`src/rtl/el2_lsu_addrchk_sched_if.sv`:
```
// Request, address-check and M-stage signals of the LSU address-check scheduler.
// Pure wiring, no latency.
// The slave modport is the scheduler; the master modport is its environment.
interface el2_lsu_addrchk_sched_if #(
    parameter int TAG_W = 4
);
    logic             core_req_valid;
    logic             core_req_ready;
    logic [31:0]      core_addr;
    logic [1:0]       core_size;
    logic             core_store;
    logic [3:0]       core_rs1_region;
    logic [TAG_W-1:0] core_tag;

    logic             dma_req_valid;
    logic             dma_req_ready;
    logic [31:0]      dma_addr;
    logic [1:0]       dma_size;
    logic             dma_store;
    logic [TAG_W-1:0] dma_tag;

    logic [31:0]      chk_start_addr;
    logic [31:0]      chk_end_addr;
    logic             chk_valid;
    logic             chk_load;
    logic             chk_store;
    logic             chk_dma;
    logic             chk_by;
    logic             chk_half;
    logic             chk_word;
    logic [3:0]       chk_rs1_region;
    logic             chk_access_fault;
    logic             chk_misaligned_fault;
    logic [3:0]       chk_mscause;
    logic             chk_addr_in_dccm;
    logic             chk_addr_in_pic;
    logic             chk_addr_external;

    logic             m_valid;
    logic             m_ready;
    logic             m_src;
    logic [TAG_W-1:0] m_tag;
    logic [31:0]      m_addr;
    logic             m_store;
    logic             m_fault;
    logic             m_misaligned;
    logic [3:0]       m_mscause;
    logic             m_dccm;
    logic             m_pic;
    logic             m_ext;

    logic             fault_pending;
    logic             flush_clear;

    modport slave (
        input  core_req_valid, core_addr, core_size, core_store, core_rs1_region, core_tag,
        output core_req_ready,
        input  dma_req_valid, dma_addr, dma_size, dma_store, dma_tag,
        output dma_req_ready,
        output chk_start_addr, chk_end_addr, chk_valid, chk_load, chk_store, chk_dma,
               chk_by, chk_half, chk_word, chk_rs1_region,
        input  chk_access_fault, chk_misaligned_fault, chk_mscause,
               chk_addr_in_dccm, chk_addr_in_pic, chk_addr_external,
        output m_valid, m_src, m_tag, m_addr, m_store, m_fault, m_misaligned,
               m_mscause, m_dccm, m_pic, m_ext,
        input  m_ready,
        output fault_pending,
        input  flush_clear
    );

    modport master (
        output core_req_valid, core_addr, core_size, core_store, core_rs1_region, core_tag,
        input  core_req_ready,
        output dma_req_valid, dma_addr, dma_size, dma_store, dma_tag,
        input  dma_req_ready,
        input  chk_start_addr, chk_end_addr, chk_valid, chk_load, chk_store, chk_dma,
               chk_by, chk_half, chk_word, chk_rs1_region,
        output chk_access_fault, chk_misaligned_fault, chk_mscause,
               chk_addr_in_dccm, chk_addr_in_pic, chk_addr_external,
        input  m_valid, m_src, m_tag, m_addr, m_store, m_fault, m_misaligned,
               m_mscause, m_dccm, m_pic, m_ext,
        output m_ready,
        input  fault_pending,
        output flush_clear
    );
endinterface

```
`src/rtl/el2_lsu_addrchk_sched.sv`:
```
// Arbitrates core vs DMA onto the single address-check path and registers results into a one-entry M stage.
// Latency: check drive is combinational; acceptance to m_valid is 1 cycle, back-to-back at 1/cycle.
// Backpressure: a request is accepted only when M is empty or being consumed; a core fault blocks the core until flush.
module el2_lsu_addrchk_sched #(
    parameter int TAG_W         = 4,
    parameter int MAX_CORE_WAIT = 4
) (
    input  logic                           clk,
    input  logic                           rst,
    el2_lsu_addrchk_sched_if.slave         bus
);
    typedef enum logic {RUN, HOLD} state_t;

    localparam logic [3:0] MAX_W = 4'(MAX_CORE_WAIT);

    state_t           state_q, state_d;
    logic [3:0]       wait_cnt;
    logic             free;
    logic             core_elig;
    logic             core_win;
    logic             dma_win;
    logic             chk_fault;
    logic [31:0]      sel_addr;
    logic [1:0]       sel_size;
    logic             sel_store;
    logic [TAG_W-1:0] sel_tag;
    logic [3:0]       sel_region;
    logic [31:0]      sel_offset;

    // Arbitration: DMA by default, core once it has waited MAX_CORE_WAIT cycles or DMA is idle.
    always_comb begin
        free               = ~bus.m_valid | bus.m_ready;
        core_elig          = bus.core_req_valid & ~bus.fault_pending;
        core_win           = core_elig & (~bus.dma_req_valid | (wait_cnt == MAX_W));
        dma_win            = bus.dma_req_valid & ~core_win;
        bus.core_req_ready = core_win & free;
        bus.dma_req_ready  = dma_win & free;
        chk_fault          = bus.chk_access_fault | bus.chk_misaligned_fault;
    end

    // Select the winning request and build the address-check packet; all zero when idle.
    always_comb begin
        sel_addr   = '0;
        sel_size   = '0;
        sel_store  = 1'b0;
        sel_tag    = '0;
        sel_region = '0;
        if (core_win) begin
            sel_addr   = bus.core_addr;
            sel_size   = bus.core_size;
            sel_store  = bus.core_store;
            sel_tag    = bus.core_tag;
            sel_region = bus.core_rs1_region;
        end else if (dma_win) begin
            sel_addr   = bus.dma_addr;
            sel_size   = bus.dma_size;
            sel_store  = bus.dma_store;
            sel_tag    = bus.dma_tag;
            sel_region = bus.dma_addr[31:28];
        end
        // Size 3 is handled as a word access.
        case (sel_size)
            2'd0:    sel_offset = 32'd0;
            2'd1:    sel_offset = 32'd1;
            default: sel_offset = 32'd3;
        endcase
        bus.chk_valid      = core_win | dma_win;
        bus.chk_start_addr = sel_addr;
        bus.chk_end_addr   = bus.chk_valid ? (sel_addr + sel_offset) : 32'd0;
        bus.chk_load       = bus.chk_valid & ~sel_store;
        bus.chk_store      = bus.chk_valid & sel_store;
        bus.chk_dma        = dma_win;
        bus.chk_by         = bus.chk_valid & (sel_size == 2'd0);
        bus.chk_half       = bus.chk_valid & (sel_size == 2'd1);
        bus.chk_word       = bus.chk_valid & sel_size[1];
        bus.chk_rs1_region = sel_region;
    end

    // Count consecutive cycles the eligible core loses to DMA; frozen while M is stalled.
    always_ff @(posedge clk) begin
        if (rst) begin
            wait_cnt <= '0;
        end else if (bus.fault_pending || !bus.core_req_valid) begin
            wait_cnt <= '0;
        end else if (free) begin
            if (core_win) begin
                wait_cnt <= '0;
            end else if (dma_win && (wait_cnt != MAX_W)) begin
                wait_cnt <= wait_cnt + 4'd1;
            end
        end
    end

    // M-stage holding register: load on acceptance, drop valid on a consume without refill.
    always_ff @(posedge clk) begin
        if (rst) begin
            bus.m_valid      <= 1'b0;
            bus.m_src        <= 1'b0;
            bus.m_tag        <= '0;
            bus.m_addr       <= '0;
            bus.m_store      <= 1'b0;
            bus.m_fault      <= 1'b0;
            bus.m_misaligned <= 1'b0;
            bus.m_mscause    <= '0;
            bus.m_dccm       <= 1'b0;
            bus.m_pic        <= 1'b0;
            bus.m_ext        <= 1'b0;
        end else if (bus.core_req_ready || bus.dma_req_ready) begin
            bus.m_valid      <= 1'b1;
            bus.m_src        <= dma_win;
            bus.m_tag        <= sel_tag;
            bus.m_addr       <= sel_addr;
            bus.m_store      <= sel_store;
            bus.m_fault      <= chk_fault;
            bus.m_misaligned <= bus.chk_misaligned_fault;
            bus.m_mscause    <= bus.chk_mscause;
            bus.m_dccm       <= bus.chk_addr_in_dccm;
            bus.m_pic        <= bus.chk_addr_in_pic;
            bus.m_ext        <= bus.chk_addr_external;
        end else if (bus.m_ready) begin
            bus.m_valid      <= 1'b0;
        end
    end

    // Fault FSM state register.
    always_ff @(posedge clk) begin
        if (rst) begin
            state_q <= RUN;
        end else begin
            state_q <= state_d;
        end
    end

    // Fault FSM next state: a faulting core acceptance blocks the core until flush_clear.
    always_comb begin
        state_d           = state_q;
        bus.fault_pending = (state_q == HOLD);
        case (state_q)
            RUN:     if (bus.core_req_ready && chk_fault) state_d = HOLD;
            HOLD:    if (bus.flush_clear) state_d = RUN;
            default: state_d = RUN;
        endcase
    end
endmodule
```
`src/flat_wrapper.sv`:
```
// flat-port wrapper written by rule: the top's interface ports become plain ports
module el2_lsu_addrchk_sched_flat 
#(
    parameter int TAG_W         = 4,
    parameter int MAX_CORE_WAIT = 4
)
  (clk, rst, bus_core_req_valid, bus_core_addr, bus_core_size, bus_core_store, bus_core_rs1_region, bus_core_tag, bus_core_req_ready, bus_dma_req_valid, bus_dma_addr, bus_dma_size, bus_dma_store, bus_dma_tag, bus_dma_req_ready, bus_chk_start_addr, bus_chk_end_addr, bus_chk_valid, bus_chk_load, bus_chk_store, bus_chk_dma, bus_chk_by, bus_chk_half, bus_chk_word, bus_chk_rs1_region, bus_chk_access_fault, bus_chk_misaligned_fault, bus_chk_mscause, bus_chk_addr_in_dccm, bus_chk_addr_in_pic, bus_chk_addr_external, bus_m_valid, bus_m_src, bus_m_tag, bus_m_addr, bus_m_store, bus_m_fault, bus_m_misaligned, bus_m_mscause, bus_m_dccm, bus_m_pic, bus_m_ext, bus_m_ready, bus_fault_pending, bus_flush_clear);
  el2_lsu_addrchk_sched_if #(.TAG_W(TAG_W)) bus_i ();
  input  logic clk;
  input  logic rst;
  input wire logic [$bits(bus_i.core_req_valid)-1:0] bus_core_req_valid;
  input wire logic [$bits(bus_i.core_addr)-1:0] bus_core_addr;
  input wire logic [$bits(bus_i.core_size)-1:0] bus_core_size;
  input wire logic [$bits(bus_i.core_store)-1:0] bus_core_store;
  input wire logic [$bits(bus_i.core_rs1_region)-1:0] bus_core_rs1_region;
  input wire logic [$bits(bus_i.core_tag)-1:0] bus_core_tag;
  output wire logic [$bits(bus_i.core_req_ready)-1:0] bus_core_req_ready;
  input wire logic [$bits(bus_i.dma_req_valid)-1:0] bus_dma_req_valid;
  input wire logic [$bits(bus_i.dma_addr)-1:0] bus_dma_addr;
  input wire logic [$bits(bus_i.dma_size)-1:0] bus_dma_size;
  input wire logic [$bits(bus_i.dma_store)-1:0] bus_dma_store;
  input wire logic [$bits(bus_i.dma_tag)-1:0] bus_dma_tag;
  output wire logic [$bits(bus_i.dma_req_ready)-1:0] bus_dma_req_ready;
  output wire logic [$bits(bus_i.chk_start_addr)-1:0] bus_chk_start_addr;
  output wire logic [$bits(bus_i.chk_end_addr)-1:0] bus_chk_end_addr;
  output wire logic [$bits(bus_i.chk_valid)-1:0] bus_chk_valid;
  output wire logic [$bits(bus_i.chk_load)-1:0] bus_chk_load;
  output wire logic [$bits(bus_i.chk_store)-1:0] bus_chk_store;
  output wire logic [$bits(bus_i.chk_dma)-1:0] bus_chk_dma;
  output wire logic [$bits(bus_i.chk_by)-1:0] bus_chk_by;
  output wire logic [$bits(bus_i.chk_half)-1:0] bus_chk_half;
  output wire logic [$bits(bus_i.chk_word)-1:0] bus_chk_word;
  output wire logic [$bits(bus_i.chk_rs1_region)-1:0] bus_chk_rs1_region;
  input wire logic [$bits(bus_i.chk_access_fault)-1:0] bus_chk_access_fault;
  input wire logic [$bits(bus_i.chk_misaligned_fault)-1:0] bus_chk_misaligned_fault;
  input wire logic [$bits(bus_i.chk_mscause)-1:0] bus_chk_mscause;
  input wire logic [$bits(bus_i.chk_addr_in_dccm)-1:0] bus_chk_addr_in_dccm;
  input wire logic [$bits(bus_i.chk_addr_in_pic)-1:0] bus_chk_addr_in_pic;
  input wire logic [$bits(bus_i.chk_addr_external)-1:0] bus_chk_addr_external;
  output wire logic [$bits(bus_i.m_valid)-1:0] bus_m_valid;
  output wire logic [$bits(bus_i.m_src)-1:0] bus_m_src;
  output wire logic [$bits(bus_i.m_tag)-1:0] bus_m_tag;
  output wire logic [$bits(bus_i.m_addr)-1:0] bus_m_addr;
  output wire logic [$bits(bus_i.m_store)-1:0] bus_m_store;
  output wire logic [$bits(bus_i.m_fault)-1:0] bus_m_fault;
  output wire logic [$bits(bus_i.m_misaligned)-1:0] bus_m_misaligned;
  output wire logic [$bits(bus_i.m_mscause)-1:0] bus_m_mscause;
  output wire logic [$bits(bus_i.m_dccm)-1:0] bus_m_dccm;
  output wire logic [$bits(bus_i.m_pic)-1:0] bus_m_pic;
  output wire logic [$bits(bus_i.m_ext)-1:0] bus_m_ext;
  input wire logic [$bits(bus_i.m_ready)-1:0] bus_m_ready;
  output wire logic [$bits(bus_i.fault_pending)-1:0] bus_fault_pending;
  input wire logic [$bits(bus_i.flush_clear)-1:0] bus_flush_clear;
  assign bus_i.core_req_valid = bus_core_req_valid;
  assign bus_i.core_addr = bus_core_addr;
  assign bus_i.core_size = bus_core_size;
  assign bus_i.core_store = bus_core_store;
  assign bus_i.core_rs1_region = bus_core_rs1_region;
  assign bus_i.core_tag = bus_core_tag;
  assign bus_core_req_ready = bus_i.core_req_ready;
  assign bus_i.dma_req_valid = bus_dma_req_valid;
  assign bus_i.dma_addr = bus_dma_addr;
  assign bus_i.dma_size = bus_dma_size;
  assign bus_i.dma_store = bus_dma_store;
  assign bus_i.dma_tag = bus_dma_tag;
  assign bus_dma_req_ready = bus_i.dma_req_ready;
  assign bus_chk_start_addr = bus_i.chk_start_addr;
  assign bus_chk_end_addr = bus_i.chk_end_addr;
  assign bus_chk_valid = bus_i.chk_valid;
  assign bus_chk_load = bus_i.chk_load;
  assign bus_chk_store = bus_i.chk_store;
  assign bus_chk_dma = bus_i.chk_dma;
  assign bus_chk_by = bus_i.chk_by;
  assign bus_chk_half = bus_i.chk_half;
  assign bus_chk_word = bus_i.chk_word;
  assign bus_chk_rs1_region = bus_i.chk_rs1_region;
  assign bus_i.chk_access_fault = bus_chk_access_fault;
  assign bus_i.chk_misaligned_fault = bus_chk_misaligned_fault;
  assign bus_i.chk_mscause = bus_chk_mscause;
  assign bus_i.chk_addr_in_dccm = bus_chk_addr_in_dccm;
  assign bus_i.chk_addr_in_pic = bus_chk_addr_in_pic;
  assign bus_i.chk_addr_external = bus_chk_addr_external;
  assign bus_m_valid = bus_i.m_valid;
  assign bus_m_src = bus_i.m_src;
  assign bus_m_tag = bus_i.m_tag;
  assign bus_m_addr = bus_i.m_addr;
  assign bus_m_store = bus_i.m_store;
  assign bus_m_fault = bus_i.m_fault;
  assign bus_m_misaligned = bus_i.m_misaligned;
  assign bus_m_mscause = bus_i.m_mscause;
  assign bus_m_dccm = bus_i.m_dccm;
  assign bus_m_pic = bus_i.m_pic;
  assign bus_m_ext = bus_i.m_ext;
  assign bus_i.m_ready = bus_m_ready;
  assign bus_fault_pending = bus_i.fault_pending;
  assign bus_i.flush_clear = bus_flush_clear;
  el2_lsu_addrchk_sched #(.TAG_W(TAG_W), .MAX_CORE_WAIT(MAX_CORE_WAIT)) u_core (.clk(clk), .rst(rst), .bus(bus_i));
endmodule
```
`config.mk`:
```
export PLATFORM = sky130hd
export DESIGN_NAME = el2_lsu_addrchk_sched_flat
export DESIGN_NICKNAME = d
export VERILOG_FILES = /design/src/rtl/el2_lsu_addrchk_sched_if.sv /design/src/rtl/el2_lsu_addrchk_sched.sv /design/src/flat_wrapper.sv
export SDC_FILE = /design/constraint.sdc
export NUM_CORES = 1
export LEC_CHECK = 0
export ABC_CLOCK_PERIOD_IN_PS = 8020
export CAP_MARGIN = 20
export CORE_AREA = 2 2 134 71
export DETAILED_ROUTE_END_ITERATION = 8
export DIE_AREA = 0 0 136 73
export HOLD_SLACK_MARGIN = 0.12
export PLACE_DENSITY = 0.86
export SETUP_SLACK_MARGIN = 0.4
export SLEW_MARGIN = 20
export SYNTH_ARGS = -nofsm -noshare
export SYNTH_HDL_FRONTEND = slang
export SYNTH_SLANG_ARGS = --single-unit
```
`constraint.sdc`:
```
create_clock -name clk -period 8.02 [get_ports clk]
set_input_delay 1.604 -clock clk [delete_from_list [all_inputs] [get_ports clk]]
set_output_delay 1.604 -clock clk [all_outputs]
set_load 0.005 [all_outputs]
```
Word level (Yosys, flattened, before mapping). Index checks and enable logic that the tools add are counted.

Register bits: 53. Input port bits: 97. Word-level logic and storage cells: 66.

Mux-type cells: 19. Bitwise gates (word level): 19. Equal/unequal tests: 3. Reductions and logical operators: 10. Add/sub/neg operators: 2.

Operators with widths (number): $mux 32 (3); $add 32x2->32 (1); $mux 4 (6); $and 1x1->1 (10); $mux 1 (6); $not 1->1 (5); $add 4x1->4 const B (1); $eq 4x3->1 const B (1); $mux 2 (2); $ne 4x3->1 const B (1); $or 1x1->1 (4); $pmux 2 s2 (1); $reduce_bool 2->1 (2); $eq 2x1->1 const B (1); $logic_and 1x1->1 (2); $logic_not 2->1 (1); $logic_or 1x1->1 (2); $pmux 1 s2 (1); $reduce_and 2->1 (1); $reduce_or 2->1 (1); $logic_not 1->1 (1).

Longest topological paths before layout. Gate-level depths: netlist (run 1).

Word-level depth: 11. Depth in mapped cells: 17.

Worst setup path before layout (run 1). Ideal clock, no wire load.

Path type: input to output. Start: input port bus_dma_req_valid. End: output port bus_chk_end_addr[24]. Arrival time: 4.231 ns. Cell stages on the path: 14. Slack: 2.185 ns. Required time: 6.416 ns. Path buffers: 2. Cell sequence: inv_1 -> clkbuf_1 -> o21ai_0 -> clkbuf_1 -> nand3_1 -> nand2_1 -> nand2b_1 -> ha_1 -> fa_1 -> nand2_1 -> o22a_1 -> nand4b_1 -> nor4_1 -> xor2_1.

Word-level cells in the longest chain between the ends: 11. Elaborated cells between the ends (all ways): 15. Classes of those cells: add/sub (1); eq/ne (1); mux (6); bitwise (6); reduce/logical (1).

RTL lines: start, declared (RTL line flat_wrapper.sv:18) `input wire logic [$bits(bus_i.dma_req_valid)-1:0] bus_dma_req_valid;`; $not 1->1 (RTL line el2_lsu_addrchk_sched.sv:34) `core_win = core_elig & (~bus.dma_req_valid | (wait_cnt == MAX_W));`; $or 1x1->1 (RTL line el2_lsu_addrchk_sched.sv:34); $and 1x1->1 (RTL line el2_lsu_addrchk_sched.sv:34); $not 1->1 (RTL line el2_lsu_addrchk_sched.sv:35) `dma_win = bus.dma_req_valid & ~core_win;`; $and 1x1->1 (RTL line el2_lsu_addrchk_sched.sv:35); $mux 2 (RTL line el2_lsu_addrchk_sched.sv:54) `end else if (dma_win) begin`; $mux 2 (RTL line el2_lsu_addrchk_sched.sv:48) `if (core_win) begin`; $eq 2x1->1 or $logic_not 2->1 (tied branches) (RTL line el2_lsu_addrchk_sched.sv:62) `case (sel_size)`; $pmux 2 s2 (RTL line el2_lsu_addrchk_sched.sv:62); $add 32x2->32 (RTL line el2_lsu_addrchk_sched.sv:69) `bus.chk_end_addr = bus.chk_valid ? (sel_addr + sel_offset) : 32'd0;`; $mux 32 (*) (RTL line el2_lsu_addrchk_sched.sv:69); end, declared (RTL line flat_wrapper.sv:25) `output wire logic [$bits(bus_i.chk_end_addr)-1:0] bus_chk_end_addr;`.

Every way passes the cells marked *; elsewhere a longest branch is shown, timed or not.

Final worst setup path (run 1).
Start: input port bus_core_req_valid. End: output port bus_chk_end_addr[22].

Word-level cells in the longest chain between the ends: 10. Elaborated cells between the ends (all ways): 14. Classes of those cells: add/sub (1); eq/ne (1); mux (6); bitwise (5); reduce/logical (1).

RTL lines: start, declared (RTL line flat_wrapper.sv:11) `input wire logic [$bits(bus_i.core_req_valid)-1:0] bus_core_req_valid;`; $and 1x1->1 (*) (RTL line el2_lsu_addrchk_sched.sv:33) `core_elig = bus.core_req_valid & ~bus.fault_pending;`; $and 1x1->1 (*) (RTL line el2_lsu_addrchk_sched.sv:34); $not 1->1 (RTL line el2_lsu_addrchk_sched.sv:35); $and 1x1->1 (RTL line el2_lsu_addrchk_sched.sv:35); $mux 2 (RTL line el2_lsu_addrchk_sched.sv:54); $mux 2 (RTL line el2_lsu_addrchk_sched.sv:48); $eq 2x1->1 or $logic_not 2->1 (tied branches) (RTL line el2_lsu_addrchk_sched.sv:62); $pmux 2 s2 (RTL line el2_lsu_addrchk_sched.sv:62); $add 32x2->32 (RTL line el2_lsu_addrchk_sched.sv:69); $mux 32 (*) (RTL line el2_lsu_addrchk_sched.sv:69).

Marked as above.

==> flow_summary_export.csv, run 1 <==
group,metric,value,unit
worst_setup_path,cp_cell_sequence,"clkdlybuf4s50_1 > nor2b_1 > buf_4 > o21ai_1 > buf_4 > nand3_1 > nand2_1 > nand2b_1 > ha_1 > fa_1 > nand2_1 > o22a_1 > nor3b_1 > nand3_1 > xnor2_1 > clkdlybuf4s50_1",
min_path,min_path_type,"reg -> reg",
route,vias,4344,
worst_setup_path,crit_type,"in -> out",
power,p_comb_share,37.0,%
route,wl_per_cell,18.1,µm
global_route,grt.overflow.total,0,
route,vias_per_cell,5.48,
clock_tree,clock_latency,300,ps
worst_setup_path,slowest_delay,700,ps
synthesis,yosys_warnings,0,
synthesis,syn_area,0.00342,mm²
synthesis,synthDistinctLibCells,53,
placement,numPortBuffers,222,
global_route,grt_antenna_before_repair,0,
floorplan,pin_count,223,
synthesis,ys_seq_area_share,31.0,%
synthesis,synth.ff_latch_count,53,
synthesis,synth_edf_count,0,
synthesis,ys_top_cells_by_area,"dfxtp_1, nor2_1, nand2_1",
timing,period_needed,7180,ps
power,switching_share,30.0,%
worst_setup_path,critical_path.max_fanout,14,
power,power,0.827,mW
clock_tree,cts_inserted_buffers,5,
route,dr.pass1.iters,5,
floorplan,die_w,136,µm
run_status,status,"completed",
timing,worst_clock_skew,5.05,ps
final_layout,nets,773,
timing,slew_viol_final,0,
synthesis,synth_most_common_cell,"nor2_1",
synthesis,synth_top_cells_by_count,"nor2_1, nand2_1, dfxtp_1",
synthesis,yosys.area_share.adder,2.05,%
synthesis,syn-num-nets,564,
clock_tree,clkSinkCount,53,
route,wirelength,14.4,mm
timing,slew_headroom,30.3,%
clock_tree,h-tree-depth,2,
floorplan,core-area,0.00895,mm²
power,power_density,140,mW/mm²
placement,dp_cells,782,
synthesis,synth_ff_type,"dfxtp_1",
synthesis,synth_area_per_cell,7.41,µm²
synthesis,yosys.area.top_type,"dfxtp_1",
power,p_leak,2.30,nW
final_layout,syn2layout_area_growth,72.4,%
worst_setup_path,cp-start-kind,"input pin",
timing,rsz0062_at_grt,"no",
floorplan,std_cell_rows,25,
timing,fin_tns_setup,0,ps
timing,hold_viol_final,0,
worst_setup_path,critPathRequiredTime,6420,ps
global_route,grt_max_degree,54,
synthesis,syn_inst,462,
floorplan,start_util,38.3,%
synthesis,synth_compound_area_share,23.2,%
global_route,grt.total_usage,27.8,%
worst_setup_path,crit_slowest_cell,"nor3b_1",
global_route,grt_pass1_wl,21.4,mm
worst_setup_path,end_kind,"output pin",
run,cap_violations,0,
synthesis,async_flop_share,0,%
timing,setup_viol,0,
clock_tree,cts_root_buf,"clkbuf_16",
floorplan,die-height,73,µm
final_layout,diodes,0,
placement,gp_congestion,0.874,
route,wl_met2,6.61,mm
power,peakVddDrop,0.000111,V
synthesis,synth_mux_area_share,0,%
synthesis,synth_top_family_by_area,"simple AND/OR/NAND/NOR gates",
route,first_iter_violations,275,
final_layout,drive_above_1_share,4.91,%
timing,worst_pin_slew,1050,ps
route,wl_met1,6.35,mm
worst_setup_path,cp-startpoint,"bus_core_req_valid",
timing,fmax,0.139,GHz
power,pwr-share-seq,36.1,%
global_route,grt_pass1_vias,4013,
route,route.detailed.drc,0,
route,routed.top_layer,"met4",
worst_setup_path,arrival,5580,ps
worst_setup_path,r2r_start,"u_core.wait_cnt[0]",
clock_tree,cts_tree,"yes",
power,internal-power,0.579,mW
power,power.switching,0.248,mW
worst_setup_path,reg2reg_depth,10,
floorplan,design.die.area,0.00993,mm²
power,clkPwrFrac,26.9,%
clock_tree,clk_path_buf_depth,2,
synthesis,synthXorXnorAreaFrac,7.17,%
final_layout,layout.cells.non_filler,793,
synthesis,synth_top_area_share,31.0,%
placement,dp_hpwl,11.2,mm
route,wl_met3,1.26,mm
min_path,min_from,"u_core.bus.m_mscause[3]",
timing,fin_crit_sh,89.6,%
min_path,whs_path_depth,2,
synthesis,yosys.area_share.simple,30.0,%
route,ant_nets,0,
clock_tree,path_clk_slew,70,ps
[power by group through the flow]
stage	Sequential, mW	Clock (mW)	Combinational, mW
3_5_place_dp	0.304	0	0.304
5_1_grt	0.301	0.238	0.330
3_3_place_gp	0.303	0	0.300
4_1_cts	0.298	0.227	0.305
6_report	0.298	0.223	0.306
2_1_floorplan	0.305	0	0.111
[worst max-delay path: cells and delay by family]
family / cells / cell delay [ps]
AOI/OAI and AO/OA: 2 / 370
buffers and inverters: 4 / 1380
adders and majority gates: 2 / 450
and+or+nand+nor: 7 / 1550
xor gates and xnor gates: 1 / 210
[worst paths after layout]
kind	end	slack, ps
setup / recovery	bus_chk_end_addr[22]	840
setup reg to reg	u_core.bus.m_fault	4770
hold reg to reg	u_core.bus.m_mscause[3]	450
hold / removal	u_core.bus.m_mscause[3]	450
[cells in the final DEF (no fill, tap or decap), types with 2 or more instances in the layout]
| cell type | count |
|---|---|
| clkdlybuf4s50_1 | 221 |
| nor2_1 | 63 |
| nand2_1 | 55 |
| dfxtp_1 | 53 |
| a21oi_1 | 31 |
| nor3_1 | 27 |
| xnor2_1 | 22 |
| a22o_1 | 20 |
| nand3_1 | 18 |
| inv_1 | 17 |
| buf_4 | 13 |
| a211oi_1 | 12 |
| and3_1 | 10 |
| nor2b_1 | 7 |
| o211ai_1 | 7 |
| and2_1 | 7 |
| nand4_1 | 7 |
| o21ai_0 | 6 |
| a22oi_1 | 6 |
| o2111ai_1 | 6 |
| xor2_1 | 6 |
| clkbuf_16 | 5 |
| nand2b_1 | 4 |
| ha_1 | 4 |
| nand4b_1 | 3 |
| nand3b_1 | 2 |
| a21oi_4 | 2 |
| and3b_1 | 2 |
| a21boi_0 | 2 |
| nor3b_1 | 2 |
| a2bb2oi_1 | 2 |
| a31o_2 | 2 |
| a222oi_1 | 2 |
| a32o_1 | 2 |
| clkinv_4 | 2 |
[metal layers]
metal | global-route usage [%] | up-vias
met5 | 0 | -
met4 | 5.32 | 0
met3 | 7.71 | 12
met2 | 46.3 | 200
met1 | 36.5 | 2069
li1 | - | 2063
[through the flow]
step | setup WS (ps) | utilization (%) | area (µm²) | hold slack, ps
final | 837 | 66.0 | 5900 | 453
after global routing | 632 | 66.0 | 5900 | 477
after CTS | 673 | 65.7 | 5880 | 456
after detailed placement | 703 | 64.1 | 5730 | 446
after global placement | 877 | 64.1 | 5730 | 440
after floorplan | 2180 | - | 3420 | 448
[registers in the layout, summed over array words and instances, names as in the netlist, 4 cells and up]
signal                cells
u_core.bus.m_tag          4
u_core.bus.m_addr        32
u_core.bus.m_mscause      4
u_core.wait_cnt           4
[layout make-up]
class	instances	area (µm²)
well taps	121	151
flip-flops and latches	53	1060
clock inverters	3	22.5
clock buffers	5	125
inverters	18	67.6
repair buffers	235	2310
fillers	780	3050
multi-input cells	358	2160
[cell families after synthesis]
| group | after synthesis |
|---|---|
| AOI/OAI and AO/OA | 111 |
| xor gates and xnor gates | 28 |
| adders and majority gates | 5 |
| buffers and inverters | 51 |
| DFF | 53 |
| and+or+nand+nor | 214 |
[timing repair]
item                       4_1_cts  5_1_grt
hold buffers                     0        0
hold endpoints to repair         0        0
gates resized for setup          0        0
setup buffers                    0        3
setup endpoints to repair        0        3
Power figures use the tool's default switching activity.
==> run 2, diff against run 1 <==
--- a/config.mk
+++ b/config.mk
@@ -7,11 +7,12 @@
 export LEC_CHECK = 0
 export ABC_CLOCK_PERIOD_IN_PS = 8020
 export CAP_MARGIN = 20
-export CORE_AREA = 2 2 134 71
+export CORE_AREA = 2 2 133 70
+export CTS_BUF_LIST = sky130_fd_sc_hd__clkbuf_4 sky130_fd_sc_hd__clkbuf_8
 export DETAILED_ROUTE_END_ITERATION = 8
-export DIE_AREA = 0 0 136 73
+export DIE_AREA = 0 0 135 72
 export HOLD_SLACK_MARGIN = 0.12
-export PLACE_DENSITY = 0.86
+export PLACE_DENSITY = 0.88
 export SETUP_SLACK_MARGIN = 0.4
 export SLEW_MARGIN = 20
 export SYNTH_ARGS = -nofsm -noshare
==> flow_summary_export.csv, run 2 (same netlist as run 1, synthesis figures left out) <==
group,metric,value,unit
floorplan,die_w,135,µm
floorplan,start_util,40.1,%
timing,worst_clock_skew,9.64,ps
timing,setup_viol,0,
timing,fin_tns_setup,0,ps
final_layout,most-common-layout-cells,"clkdlybuf4s50_1, nor2_1, nand2_1",
min_path,min_from,"u_core.bus.m_ext",
clock_tree,cts_setup_buffers,0,
placement,pre_cts_ws,835,ps
final_layout,nets,770,
min_path,min_path_type,"reg -> reg",
worst_setup_path,r2r_slack,4860,ps
placement,placed_cell_area,0.00573,mm²
route,wl_met3,824,µm
floorplan,pin_count,223,
run,cap_violations,0,
worst_setup_path,critical_path.max_fanout,21,
placement,numPortBuffers,222,
route,vias_per_cell,5.48,
run_status,status,"completed",
route,first_iter_violations,339,
timing,fin_ws,709,ps
final_layout,diodes,0,
timing,fin_crit_sh,91.2,%
final_layout,n_fill_cell,728,
route,vias,4305,
timing,fmax,0.137,GHz
timing,period_needed,7310,ps
floorplan,design.die.area,0.00972,mm²
route,wl_per_cell,17.3,µm
clock_tree,cts_inserted_buffers,5,
route,wirelength,13.6,mm
global_route,grt_antenna_before_repair,0,
power,p_leak,2.25,nW
worst_setup_path,crit_slowest_cell,"and3b_1",
placement,gp_congestion,0.953,
worst_setup_path,crit_cells,13,
final_layout,final_cell_area,0.00581,mm²
clock_tree,h-tree-depth,2,
timing,hold_viol_final,0,
worst_setup_path,reg2reg_depth,10,
worst_setup_path,crit_family,"buffers and inverters",
timing,slew_headroom,29.8,%
power,power_density,130,mW/mm²
route,wl_met2,6.69,mm
final_layout,drive_above_1_share,4.48,%
global_route,grt.overflow.total,0,
route,dr.pass1.iters,5,
placement,dp_hpwl,10.5,mm
worst_setup_path,r2r_start,"u_core.wait_cnt[0]",
global_route,grt_pass1_vias,4201,
clock_tree,cts_root_buf,"clkbuf_8",
clock_tree,clk_path_buf_depth,2,
timing,slew_viol_final,0,
timing,rsz0062_at_grt,"no",
worst_setup_path,crit_buf_inv,3,
final_layout,fin_util,68.1,%
worst_setup_path,arrival,5710,ps
global_route,grt_max_degree,54,
worst_setup_path,end_kind,"output pin",
clock_tree,clkSinkCount,53,
timing,worst_pin_slew,1050,ps
worst_setup_path,critPathRequiredTime,6420,ps
worst_setup_path,cp-start-kind,"input pin",
route,route.detailed.drc,0,
clock_tree,hold_buffers,0,
final_layout,layout_commonest_cell,"clkdlybuf4s50_1",
route,routed.top_layer,"met4",
worst_setup_path,reg2reg_to,"u_core.bus.m_fault",
floorplan,core-area,0.00853,mm²
route,ant_nets,0,
worst_setup_path,slowest_delay,660,ps
min_path,whs_path_depth,2,
floorplan,die-height,72,µm
final_layout,top_register,"u_core.bus.m_addr",
final_layout,largest_reg_flops,32,
worst_setup_path,crit_type,"in -> out",
clock_tree,path_clk_slew,100,ps
route,wl_met1,5.74,mm
clock_tree,cts_resized,0,
floorplan,std_cell_rows,24,
final_layout,syn2layout_area_growth,69.8,%
power,peakVddDrop,0.000105,V
global_route,grt_pass1_wl,21.5,mm
global_route,grt.total_usage,27.5,%
clock_tree,cts_tree,"yes",
clock_tree,clock_latency,320,ps
worst_setup_path,cp_cell_sequence,"clkdlybuf4s50_1 > nand2b_1 > a21oi_4 > buf_4 > a21oi_1 > nand2b_1 > ha_1 > a21oi_1 > a221oi_1 > and3b_1 > nand4b_1 > xnor2_1 > clkdlybuf4s50_1",
min_path,whs_endpoint,"u_core.bus.m_ext",
## run 2: routing by layer
metal,up-vias,GRT usage [%]
met3,27,5.17
met2,177,47.0
met1,2049,35.5
met5,-,0
li1,2052,-
met4,0,9.49
## run 2: metrics by stage
stage               hold WS, ps  total power, mW  std cells
finish                      457            0.756        786
global route                484            0.796        786
CTS                         458            0.758        786
detailed placement          445            0.604        778
global placement            437            0.600        778
floorplan                   448            0.416        462
## run 2: report_power, final
group,leakage [nW],internal [mW],switching [mW]
Sequential,0.439,0.286,0.0112
Combinational,1.77,0.175,0.128
Clock,0.0439,0.0606,0.0946
Total,2.25,0.522,0.234
## run 2: worst max-delay path by stage
| stage | startpoint | end | slack (ps) |
|---|---|---|---|
| floorplan | bus_dma_req_valid | bus_chk_end_addr[24] | 2180 |
| global placement | bus_core_req_valid | bus_chk_end_addr[15] | 1040 |
| detailed placement | bus_core_req_valid | bus_chk_end_addr[29] | 840 |
| CTS | bus_core_req_valid | bus_chk_end_addr[29] | 820 |
| global route | bus_core_req_valid | bus_chk_end_addr[31] | 480 |
| finish | bus_core_req_valid | bus_chk_end_addr[29] | 710 |
## run 2: area by class of cell
class / instances / area [µm²] / share of cell area, %
Clock buffer: 5 / 68.8 / 1.18
Clock inverter: 3 / 17.5 / 0.301
Inverter: 18 / 67.6 / 1.16
Multi-Input combinational cell: 358 / 2160 / 37.1
Sequential cell: 53 / 1060 / 18.3
Tap cell: 117 / 146 / 2.52
Timing Repair Buffer: 232 / 2290 / 39.4
## run 2: worst reg2reg max path: stages, from the launching register on
cell	delay, ps
dfxtp_1	410
inv_1	60
ha_1	210
and3b_1	380
a21oi_2	720
buf_4	340
and2_1	320
nor2_2	50
buf_4	260
nor3_1	190
nor3_1	70
==> run 3, diff against run 2 <==
--- a/config.mk
+++ b/config.mk
@@ -7,10 +7,10 @@
 export LEC_CHECK = 0
 export ABC_CLOCK_PERIOD_IN_PS = 8020
 export CAP_MARGIN = 20
-export CORE_AREA = 2 2 133 70
+export CORE_AREA = 3 3 134 71
 export CTS_BUF_LIST = sky130_fd_sc_hd__clkbuf_4 sky130_fd_sc_hd__clkbuf_8
 export DETAILED_ROUTE_END_ITERATION = 8
-export DIE_AREA = 0 0 135 72
+export DIE_AREA = 0 0 137 74
 export HOLD_SLACK_MARGIN = 0.12
 export PLACE_DENSITY = 0.88
 export SETUP_SLACK_MARGIN = 0.4
==> flow_summary_export.csv, run 3 (same netlist as run 1, synthesis figures left out) <==
group,metric,value,unit
route,wl_per_cell,17.6,µm
min_path,whs_endpoint,"u_core.bus.m_misaligned",
power,power_density,137,mW/mm²
floorplan,design.die.area,0.0101,mm²
worst_setup_path,crit_slowest_cell,"clkdlybuf4s50_1",
min_path,whs_path_depth,2,
floorplan,die-height,74,µm
worst_setup_path,crit_type,"in -> out",
final_layout,most-common-layout-cells,"clkdlybuf4s50_1, nor2_1, nand2_1",
final_layout,diodes,0,
timing,fin_tns_setup,0,ps
clock_tree,h-tree-depth,2,
timing,worst_clock_skew,9.01,ps
final_layout,largest_reg_flops,32,
placement,gp_congestion,0.932,
worst_setup_path,reg2reg_depth,10,
clock_tree,clkSinkCount,53,
route,dr.pass1.iters,5,
route,ant_nets,0,
floorplan,pin_count,223,
power,p_leak,2.27,nW
global_route,grt_antenna_before_repair,0,
final_layout,layout_commonest_cell,"clkdlybuf4s50_1",
clock_tree,cts_tree,"yes",
timing,rsz0062_at_grt,"no",
run_status,status,"completed",
placement,numPortBuffers,222,
worst_setup_path,critical_path.max_fanout,25,
worst_setup_path,r2r_start,"u_core.wait_cnt[0]",
worst_setup_path,arrival,5620,ps
worst_setup_path,end_kind,"output pin",
global_route,grt_pass1_wl,20.9,mm
global_route,grt_pass1_vias,4055,
floorplan,core-area,0.00853,mm²
worst_setup_path,slowest_delay,550,ps
timing,slew_viol_final,0,
timing,period_needed,7220,ps
floorplan,start_util,40.1,%
route,vias,4286,
route,vias_per_cell,5.45,
route,wirelength,13.9,mm
clock_tree,clk_path_buf_depth,2,
clock_tree,cts_inserted_buffers,5,
timing,slew_headroom,31.2,%
final_layout,top_register,"u_core.bus.m_addr",
clock_tree,hold_buffers,0,
timing,setup_viol,0,
final_layout,syn2layout_area_growth,70.7,%
power,power,0.799,mW
clock_tree,path_clk_slew,110,ps
timing,worst_pin_slew,1030,ps
clock_tree,clock_latency,320,ps
min_path,min_path_type,"reg -> reg",
timing,fin_crit_sh,90.0,%
placement,dp_hpwl,10.7,mm
worst_setup_path,cp_cell_sequence,"clkdlybuf4s50_1 > nand2b_1 > a21oi_4 > buf_4 > a21oi_1 > nand2b_1 > ha_1 > fa_1 > nand2_1 > o22a_1 > nand4b_1 > nor4_1 > xor2_1 > clkdlybuf4s50_1",
global_route,grt.overflow.total,0,
floorplan,std_cell_rows,24,
worst_setup_path,r2r_slack,4710,ps
clock_tree,cts_root_buf,"clkbuf_8",
min_path,min_from,"u_core.bus.m_misaligned",
timing,fmax,0.138,GHz
clock_tree,cts_resized,0,
worst_setup_path,cp-startpoint,"bus_core_req_valid",
final_layout,nets,770,
worst_setup_path,reg2reg_to,"u_core.bus.m_addr[9]",
clock_tree,cts_setup_buffers,0,
worst_setup_path,cp-start-kind,"input pin",
power,peakVddDrop,0.0000742,V
final_layout,drive_above_1_share,4.48,%
run,cap_violations,0,
route,first_iter_violations,371,
floorplan,die_w,137,µm
global_route,grt_max_degree,54,
worst_setup_path,critPathRequiredTime,6420,ps
timing,hold_viol_final,0,
route,route.detailed.drc,0,
global_route,grt.total_usage,26.2,%
-- run 3: layout make-up --
type / instances / area, µm²
Multi-Input combinational cell: 358 / 2160
Fill cell: 726 / 2690
Timing Repair Buffer: 232 / 2290
Tap cell: 117 / 146
Inverter: 18 / 67.6
Sequential cell: 53 / 1060
Clock inverter: 2 / 38.8
Clock buffer: 6 / 76.3
-- run 3: worst max-delay path, delay by kind of cell --
kind                     cells  cell delay (ps)
AND/OR/NAND/NOR              5             1330
buffers and inverters        3             1320
AO/OA/AOI/OAI                3              670
adder cells (fa/ha/maj)      2              450
XOR/XNOR                     1              240
-- run 3: worst max-delay path by stage --
stage | end | slack [ps] | depth (start not counted)
floorplan | bus_chk_end_addr[24] | 2180 | 14
global placement | bus_chk_end_addr[24] | 1000 | 14
detailed placement | bus_chk_end_addr[24] | 890 | 14
CTS | bus_chk_end_addr[24] | 820 | 14
global route | bus_chk_end_addr[24] | 430 | 14
finish | bus_chk_end_addr[24] | 800 | 14
-- run 3: metal layers --
| metal | routed length [µm] | share of wire [%] | vias up | global-route usage, % |
|---|---|---|---|---|
| li1 | - | - | 2057 | - |
| met1 | 5670 | 41 | 2012 | 33.4 |
| met2 | 6810 | 49 | 191 | 45.4 |
| met3 | 1090 | 7.8 | 26 | 5.81 |
| met4 | 290 | 2.1 | 0 | 7.19 |
| met5 | 0 | 0 | - | 0 |
-- run 3: stage by stage --
step	instance area [µm²]	cells	hold slack (ps)	worst slack, ps	utilization, %
floorplan	3420	462	448	2180	-
global placement	5730	778	437	999	67.1
detailed placement	5730	778	444	888	67.1
CTS	5840	786	459	821	68.5
global route	5840	786	477	432	68.5
finish	5840	786	456	799	68.5
-- run 3: power by group --
| part | internal [mW] | switching [mW] |
|---|---|---|
| clock | 0.0974 | 0.100 |
| sequential | 0.286 | 0.0115 |
| combinational | 0.175 | 0.128 |
| total | 0.558 | 0.240 |
==> variant 1, RTL diff (flow settings as in run 2) <==
`TAG_W` is set to 4 in 3 places; all go to 5.
--- a/src/rtl/el2_lsu_addrchk_sched_if.sv
+++ b/src/rtl/el2_lsu_addrchk_sched_if.sv
@@ -2,7 +2,7 @@
 // Pure wiring, no latency.
 // The slave modport is the scheduler; the master modport is its environment.
 interface el2_lsu_addrchk_sched_if #(
-    parameter int TAG_W = 4
+    parameter int TAG_W = 5
 );
     logic             core_req_valid;
     logic             core_req_ready;
--- a/src/rtl/el2_lsu_addrchk_sched.sv
+++ b/src/rtl/el2_lsu_addrchk_sched.sv
@@ -2,7 +2,7 @@
 // Latency: check drive is combinational; acceptance to m_valid is 1 cycle, back-to-back at 1/cycle.
 // Backpressure: a request is accepted only when M is empty or being consumed; a core fault blocks the core until flush.
 module el2_lsu_addrchk_sched #(
-    parameter int TAG_W         = 4,
+    parameter int TAG_W         = 5,
     parameter int MAX_CORE_WAIT = 4
 ) (
     input  logic                           clk,
--- a/src/flat_wrapper.sv
+++ b/src/flat_wrapper.sv
@@ -1,7 +1,7 @@
 // flat-port wrapper written by rule: the top's interface ports become plain ports
 module el2_lsu_addrchk_sched_flat 
 #(
-    parameter int TAG_W         = 4,
+    parameter int TAG_W         = 5,
     parameter int MAX_CORE_WAIT = 4
 )
   (clk, rst, bus_core_req_valid, bus_core_addr, bus_core_size, bus_core_store, bus_core_rs1_region, bus_core_tag, bus_core_req_ready, bus_dma_req_valid, bus_dma_addr, bus_dma_size, bus_dma_store, bus_dma_tag, bus_dma_req_ready, bus_chk_start_addr, bus_chk_end_addr, bus_chk_valid, bus_chk_load, bus_chk_store, bus_chk_dma, bus_chk_by, bus_chk_half, bus_chk_word, bus_chk_rs1_region, bus_chk_access_fault, bus_chk_misaligned_fault, bus_chk_mscause, bus_chk_addr_in_dccm, bus_chk_addr_in_pic, bus_chk_addr_external, bus_m_valid, bus_m_src, bus_m_tag, bus_m_addr, bus_m_store, bus_m_fault, bus_m_misaligned, bus_m_mscause, bus_m_dccm, bus_m_pic, bus_m_ext, bus_m_ready, bus_fault_pending, bus_flush_clear);
Interface: changed (resized bus_core_tag, bus_dma_tag and bus_m_tag); port bits go from 223 to 226. The function was not compared with the original's and may differ.
==> variant 1 against run 2 <==
  * First-iteration DRC count increased by 40%
  * Wire length increased by 9.6%
  * Non-clock buffer count decreased by 1
  * Largest power group unchanged
  * Die area unchanged
  * Sequential share of layout area decreased by 0.37 points
  * Synthesized area increased by 6.0%
  * Sequential cell count increased by 1
  * Design area increased by 4.0%
  * Total power increased by 4.9%
  * Cell count increased by 4.1%
  * Critical path type unchanged
  * Register-to-register slack improved by 0.20 ns
  * Worst setup slack improved by 0.064 ns
==> variant 1: results (changes against run 2) <==
Synthesis
  – Part of the Yosys area used for sequential elements: 29.8% (was 31.0%)
  – Biggest area contributors in the synthesized netlist: dfxtp_1 30%, xnor2_1 6.5%, nand2_1 6.4%, nor2_1 6.1%, a211oi_1 4.8% (was dfxtp_1 31%, nor2_1 7.0%, nand2_1 6.0%, xnor2_1 5.6%, a22o_1 5.1%)
  – Most instantiated cells after synthesis: 62 x nand2_1, 59 x nor2_1, 54 x dfxtp_1, 34 x a21oi_1, 27 x xnor2_1 (was 64 x nor2_1, 55 x nand2_1, 53 x dfxtp_1, 32 x a21oi_1, 27 x nor3_1)
  – Async S/R FF share, synth: 0% (unchanged)
  – Post-synthesis xor/xnor area fraction: 6.76% (was 7.17%)
  – Post-synthesis cell type count: 55 (was 53)
  – Compound-gate portion of the synthesized area: 27.4% (was 23.2%)
  – Post-Synthesis Net Count: 602 (was 564)
  – Synth Area in Adders: 1.93% (was 2.05%)

Power and ir drop
  – Leak: 2.33 nW (was 2.25 nW)
  – Worst IR Drop VDD: 105 uV (about the same)
  – Power Internal: 0.000538 W (was 0.000522 W)

Place
  – Worst slack at placement: 0.721 ns (was 0.835 ns)
  – Gpl congestion: 0.984 (was 0.953)
  – Post-DP HPWL: 11300 um (was 10500 um)
  – Placed cell area: 5940 um^2 (was 5730 um^2)
  – Buffers on Ports: 225 (was 222)

Final layout
  – Filler instances: 705 (was 728)
  – Total Nets Final: 804 (was 770)
  – Registers with the highest flip-flop counts: u_core.bus.m_addr x32, u_core.bus.m_tag x5
  – Diodes inserted: 0 (unchanged)
  – Proportion of layout cells with a drive suffix above 1: 3.71% (was 4.48%)

Detailed routing
  – Total number of vias: 4608 (was 4305)
  – WL/cell: 18.2 um (was 17.3 um)
  – 1st-iter DRT viols: 473 (was 339)

Setup path
  – CP max stage delay: 0.72 ns (was 0.66 ns)
  – Master of the slowest instance on the critical path: clkdlybuf4s50_1 (was and3b_1)
  – Worst-case register-to-register setup slack: 5.06 ns (was 4.86 ns)
  – Worst-path maximum fanout: 17 (was 21)

STA
  – Slew at the pin with the worst max-slew slack: 1.06 ns (was 1.05 ns)
  – Final clock skew: 0.0142 ns (was 0.00964 ns)

Global route
  – Wire length of the first global-routing pass: 22900 um (was 21500 um)
  – Combined global-route utilization of all metal layers: 29.7% (was 27.5%)
  – Via count of the first global-routing pass: 4396 (was 4201)

Status
  – Run status: finished, final reports clean (unchanged)
==> variant 1: cell types whose count changed in the layout (fill, tap and decap cells not counted), sizes merged, moves of 7 or more <==
cell and delta:
a211oi +11, a22o -13, a22oi +7, inv +10, nand2 +7, o211ai +11
==> variant 1: timing repair <==
action	CTS	global route
setup endpoints to repair	0	1
hold endpoints to repair	0	0
gates resized for setup	0	1
==> variant 1: per-layer routing <==
layer	vias to the layer above	global-route usage, %	routed length [um]
met3	29	8.60	1490
met2	240	50.6	6980
met5	-	0	0
met1	2147	37.8	6160
met4	0	6.71	281
li1	2192	-	-
==> variant 1: critical path, delay by kind of cell <==
| kind | cells | cell delay, ns |
|---|---|---|
| AOI/OAI and AO/OA | 4 | 1.18 |
| xor gates and xnor gates | 1 | 0.15 |
| adders and majority gates | 2 | 0.43 |
| buffers and inverters | 3 | 1.51 |
| and+or+nand+nor | 4 | 0.77 |
==> variant 1: worst paths after layout <==
check,depth (start not counted),end,from
worst min register to register,2,u_core.bus.m_mscause[0]$_SDFFE_PP0P_,u_core.bus.m_mscause[0]$_SDFFE_PP0P_
worst min-delay path,2,u_core.bus.m_mscause[0]$_SDFFE_PP0P_,u_core.bus.m_mscause[0]$_SDFFE_PP0P_
worst max register to register,10,u_core.bus.m_tag[1]$_SDFFE_PP0P_,u_core.wait_cnt[0]$_SDFFE_PP0P_
worst max-delay path,14,bus_chk_end_addr[20],bus_dma_req_valid
==> variant 1: cell families (layout without fill, tap and decap cells) <==
logic type / count (synthesis) / in the layout
AND/OR/NAND/NOR: 207 / 207
AO/OA/AOI/OAI: 141 / 141
buffers and inverters: 63 / 266
flip-flops: 54 / 54
XOR/XNOR: 28 / 28
adder cells (fa/ha/maj): 5 / 5
==> variant 1: per-stage QoR <==
step	hold slack [ns]	std cells
4_1_cts	0.457	818
2_1_floorplan	0.448	498
5_1_grt	0.477	818
3_3_place_gp	0.438	810
6_report	0.454	818
3_5_place_dp	0.444	810
==> variant 1: layout make-up <==
type / instances / area (um^2) / area share [%]
multi-input combinational: 381 / 2320 / 38.5
timing repair buffer: 231 / 2290 / 37.9
sequential: 54 / 1080 / 17.9
tap: 117 / 146 / 2.42
inverter: 27 / 101 / 1.68
clock buffer: 6 / 82.6 / 1.37
clock inverter: 2 / 16.3 / 0.269
==> variant 1: power groups by stage <==
stage | combinational, W | clock (W) | sequential (W)
after floorplan | 0.000114 | 0 | 0.000310
after global placement | 0.000306 | 0 | 0.000307
after detailed placement | 0.000308 | 0 | 0.000308
final | 0.000312 | 0.000178 | 0.000303
after global routing | 0.000335 | 0.000189 | 0.000305
after CTS | 0.000310 | 0.000179 | 0.000303
==> variant 2, RTL diff (settings of run 2) <==
Made on the original files. Reset style: asynchronous (`rst`), changed in 3 clocked blocks.
--- a/src/rtl/el2_lsu_addrchk_sched.sv
+++ b/src/rtl/el2_lsu_addrchk_sched.sv
@@ -77,7 +77,7 @@
     end
 
     // Count consecutive cycles the eligible core loses to DMA; frozen while M is stalled.
-    always_ff @(posedge clk) begin
+    always_ff @(posedge clk or posedge rst) begin
         if (rst) begin
             wait_cnt <= '0;
         end else if (bus.fault_pending || !bus.core_req_valid) begin
@@ -92,7 +92,7 @@
     end
 
     // M-stage holding register: load on acceptance, drop valid on a consume without refill.
-    always_ff @(posedge clk) begin
+    always_ff @(posedge clk or posedge rst) begin
         if (rst) begin
             bus.m_valid      <= 1'b0;
             bus.m_src        <= 1'b0;
@@ -123,7 +123,7 @@
     end
 
     // Fault FSM state register.
-    always_ff @(posedge clk) begin
+    always_ff @(posedge clk or posedge rst) begin
         if (rst) begin
             state_q <= RUN;
         end else begin
Check against the original RTL: differs if rst is asserted again (counterexample within 4 cycles, from zero or initial values and one cycle with rst high); with rst held inactive, the same outputs for 10 cycles.
==> variant 2 against run 2 <==
  * Design area increased by 6.0%
  * Total power is 21% higher
  * Sequential cell count unchanged
  * Synthesized area increased by 8.2%
  * Worst setup slack gained 0.016 ns
  * Count of clock-buffer cells in the layout did not move
  * Wire length grew 8.8%
  * Combinational power up 20%
  * Sequential power up 10%
  * Critical path type unchanged
==> variant 2: results (changes against run 2) <==
Status
  – Run status: finished, final reports clean (unchanged)

Synthesis
  – Part of the Yosys area used for sequential elements: 35.8% (was 31.0%)
  – Post-synthesis cell type count: 59 (was 53)
  – Post-Synthesis Net Count: 532 (was 564)
  – Biggest area contributors in the synthesized netlist: dfrtp_1 36%, mux2_2 7.0%, nand2_1 5.7%, xnor2_1 5.0%, o21ai_0 3.9% (was dfxtp_1 31%, nor2_1 7.0%, nand2_1 6.0%, xnor2_1 5.6%, a22o_1 5.1%)
  – Async S/R FF share, synth: 100% (was 0%)
  – Main flop type after synthesis: dfrtp_1 (was dfxtp_1)
  – Most instantiated cells after synthesis: 56 x nand2_1, 53 x dfrtp_1, 32 x inv_1, 29 x o21ai_0, 28 x a21oi_1 (was 64 x nor2_1, 55 x nand2_1, 53 x dfxtp_1, 32 x a21oi_1, 27 x nor3_1)

Place
  – Post-DP HPWL: 11400 um (was 10500 um)
  – Gpl congestion: 0.940 (was 0.953)

Detailed routing
  – Total length of routed wires: 14800 um (was 13600 um)
  – Vias/cell: 5.66 (was 5.48)
  – 1st-iter DRT viols: 419 (was 339)

Global route
  – Wire length of the first global-routing pass: 22400 um (was 21500 um)
  – Via count of the first global-routing pass: 4271 (was 4201)
  – Combined global-route utilization of all metal layers: 29.7% (was 27.5%)
  – Pin count of the biggest net entering global routing: 68 (was 54)

Hold path
  – Hold Path Origin: u_core.bus.m_src$_DFFE_PP0P_ (was u_core.bus.m_ext$_SDFFE_PP0P_)
  – End point of the worst hold path: u_core.bus.m_src$_DFFE_PP0P_ (was u_core.bus.m_ext$_SDFFE_PP0P_)
  – Hold Path Depth: 1 (was 2)

Final layout
  – Filler instances: 679 (was 728)
  – Total Nets Final: 743 (was 770)
  – Proportion of layout cells with a drive suffix above 1: 8.57% (was 4.48%)

Setup path
  – Worst-path maximum fanout: 17 (was 21)
  – Destination of the worst register-to-register timing path: u_core.bus.m_addr[20]$_DFFE_PP0P_ (was u_core.bus.m_fault$_SDFFE_PP0P_)
  – Register-to-Register Path Depth: 7 (was 10)

STA
  – Slew at the pin with the worst max-slew slack: 0.824 ns (was 1.05 ns)
  – Final clock skew: 0.0114 ns (was 0.00964 ns)

Power and ir drop
  – Sequential Power: 0.000328 W (was 0.000297 W)
  – Leak: 2.56 nW (was 2.25 nW)
  – Power of the clock network: 0.000219 W (was 0.000155 W)
  – Net switching power of the design: 0.000265 W (was 0.000234 W)
[variant 2: cell types whose count changed after synthesis, moves of 7 or more]
cell | before | now
mux2_2 | 0 | 23
inv_1 | 17 | 32
dfrtp_1 | 0 | 53
dfxtp_1 | 53 | 0
nor2_1 | 64 | 25
a22o_1 | 20 | 13
nor3_1 | 27 | 5
o21ai_0 | 7 | 29
[variant 2: cell families after synthesis]
group | synth area share (%)
flip-flops | 35.8
buffers and inverters | 6.52
multiplexers | 7.00
adder cells (fa/ha/maj) | 1.89
AO/OA/AOI/OAI | 22.5
XOR/XNOR | 6.63
AND/OR/NAND/NOR | 19.6
[variant 2: cell type report]
type	instances	area share, %
inverters	33	2.01
well taps	117	2.38
flip-flops and latches	53	21.5
clock buffers	5	1.12
clock inverters	3	1.06
multi-input cells	318	34.9
repair buffers	230	37.0
[variant 2: worst max-delay path by stage]
stage	depth (start not counted)	from	end
finish	14	bus_core_req_valid	bus_chk_end_addr[22]
global route	14	bus_core_req_valid	bus_chk_end_addr[22]
CTS	14	bus_core_req_valid	bus_chk_end_addr[22]
detailed placement	14	bus_core_req_valid	bus_chk_end_addr[22]
global placement	14	bus_core_req_valid	bus_chk_end_addr[22]
floorplan	14	bus_dma_req_valid	bus_chk_end_addr[28]
[variant 2: what timing repair did]
action                                 4_1_cts  5_1_grt
resized for setup                            0        2
endpoints found under the hold margin        0        0
buffers inserted                             0        0
setup endpoints to repair                    0        4
[variant 2: metal layers]
| layer | part of all wire (%) | global-route usage, % | up-vias | wire (um) |
|---|---|---|---|---|
| met5 | 0 | 0 | - | 0 |
| met4 | 3.0 | 11.5 | 0 | 447 |
| met3 | 8.4 | 5.73 | 41 | 1240 |
| met2 | 49 | 50.7 | 270 | 7260 |
| met1 | 40 | 37.9 | 2021 | 5850 |
| li1 | - | - | 1963 | - |
[variant 2: worst max-delay path: stages]
cell and delay [ns]:
clkdlybuf4s50_1 0.55, nand2b_4 0.16, a21oi_4 0.38, o21ai_0 0.30, nand2b_1 0.24, ha_1 0.24
fa_1 0.43, nand4_1 0.11, a21oi_1 0.06, a41oi_1 0.51, nor3_2 0.21, o2111ai_1 0.18
xnor2_1 0.17, clkdlybuf4s50_1 0.54
[variant 2: per-stage QoR]
| stage | std cells | total power, W | hold WS (ns) | setup slack (ns) |
|---|---|---|---|---|
| after floorplan | 430 | 0.000461 | 0.473 | 1.95 |
| after global placement | 751 | 0.000686 | 0.460 | 0.778 |
| after detailed placement | 751 | 0.000695 | 0.469 | 0.586 |
| after CTS | 759 | 0.000915 | 0.492 | 0.583 |
| after global routing | 759 | 0.000954 | 0.512 | 0.520 |
| final | 759 | 0.000912 | 0.489 | 0.725 |
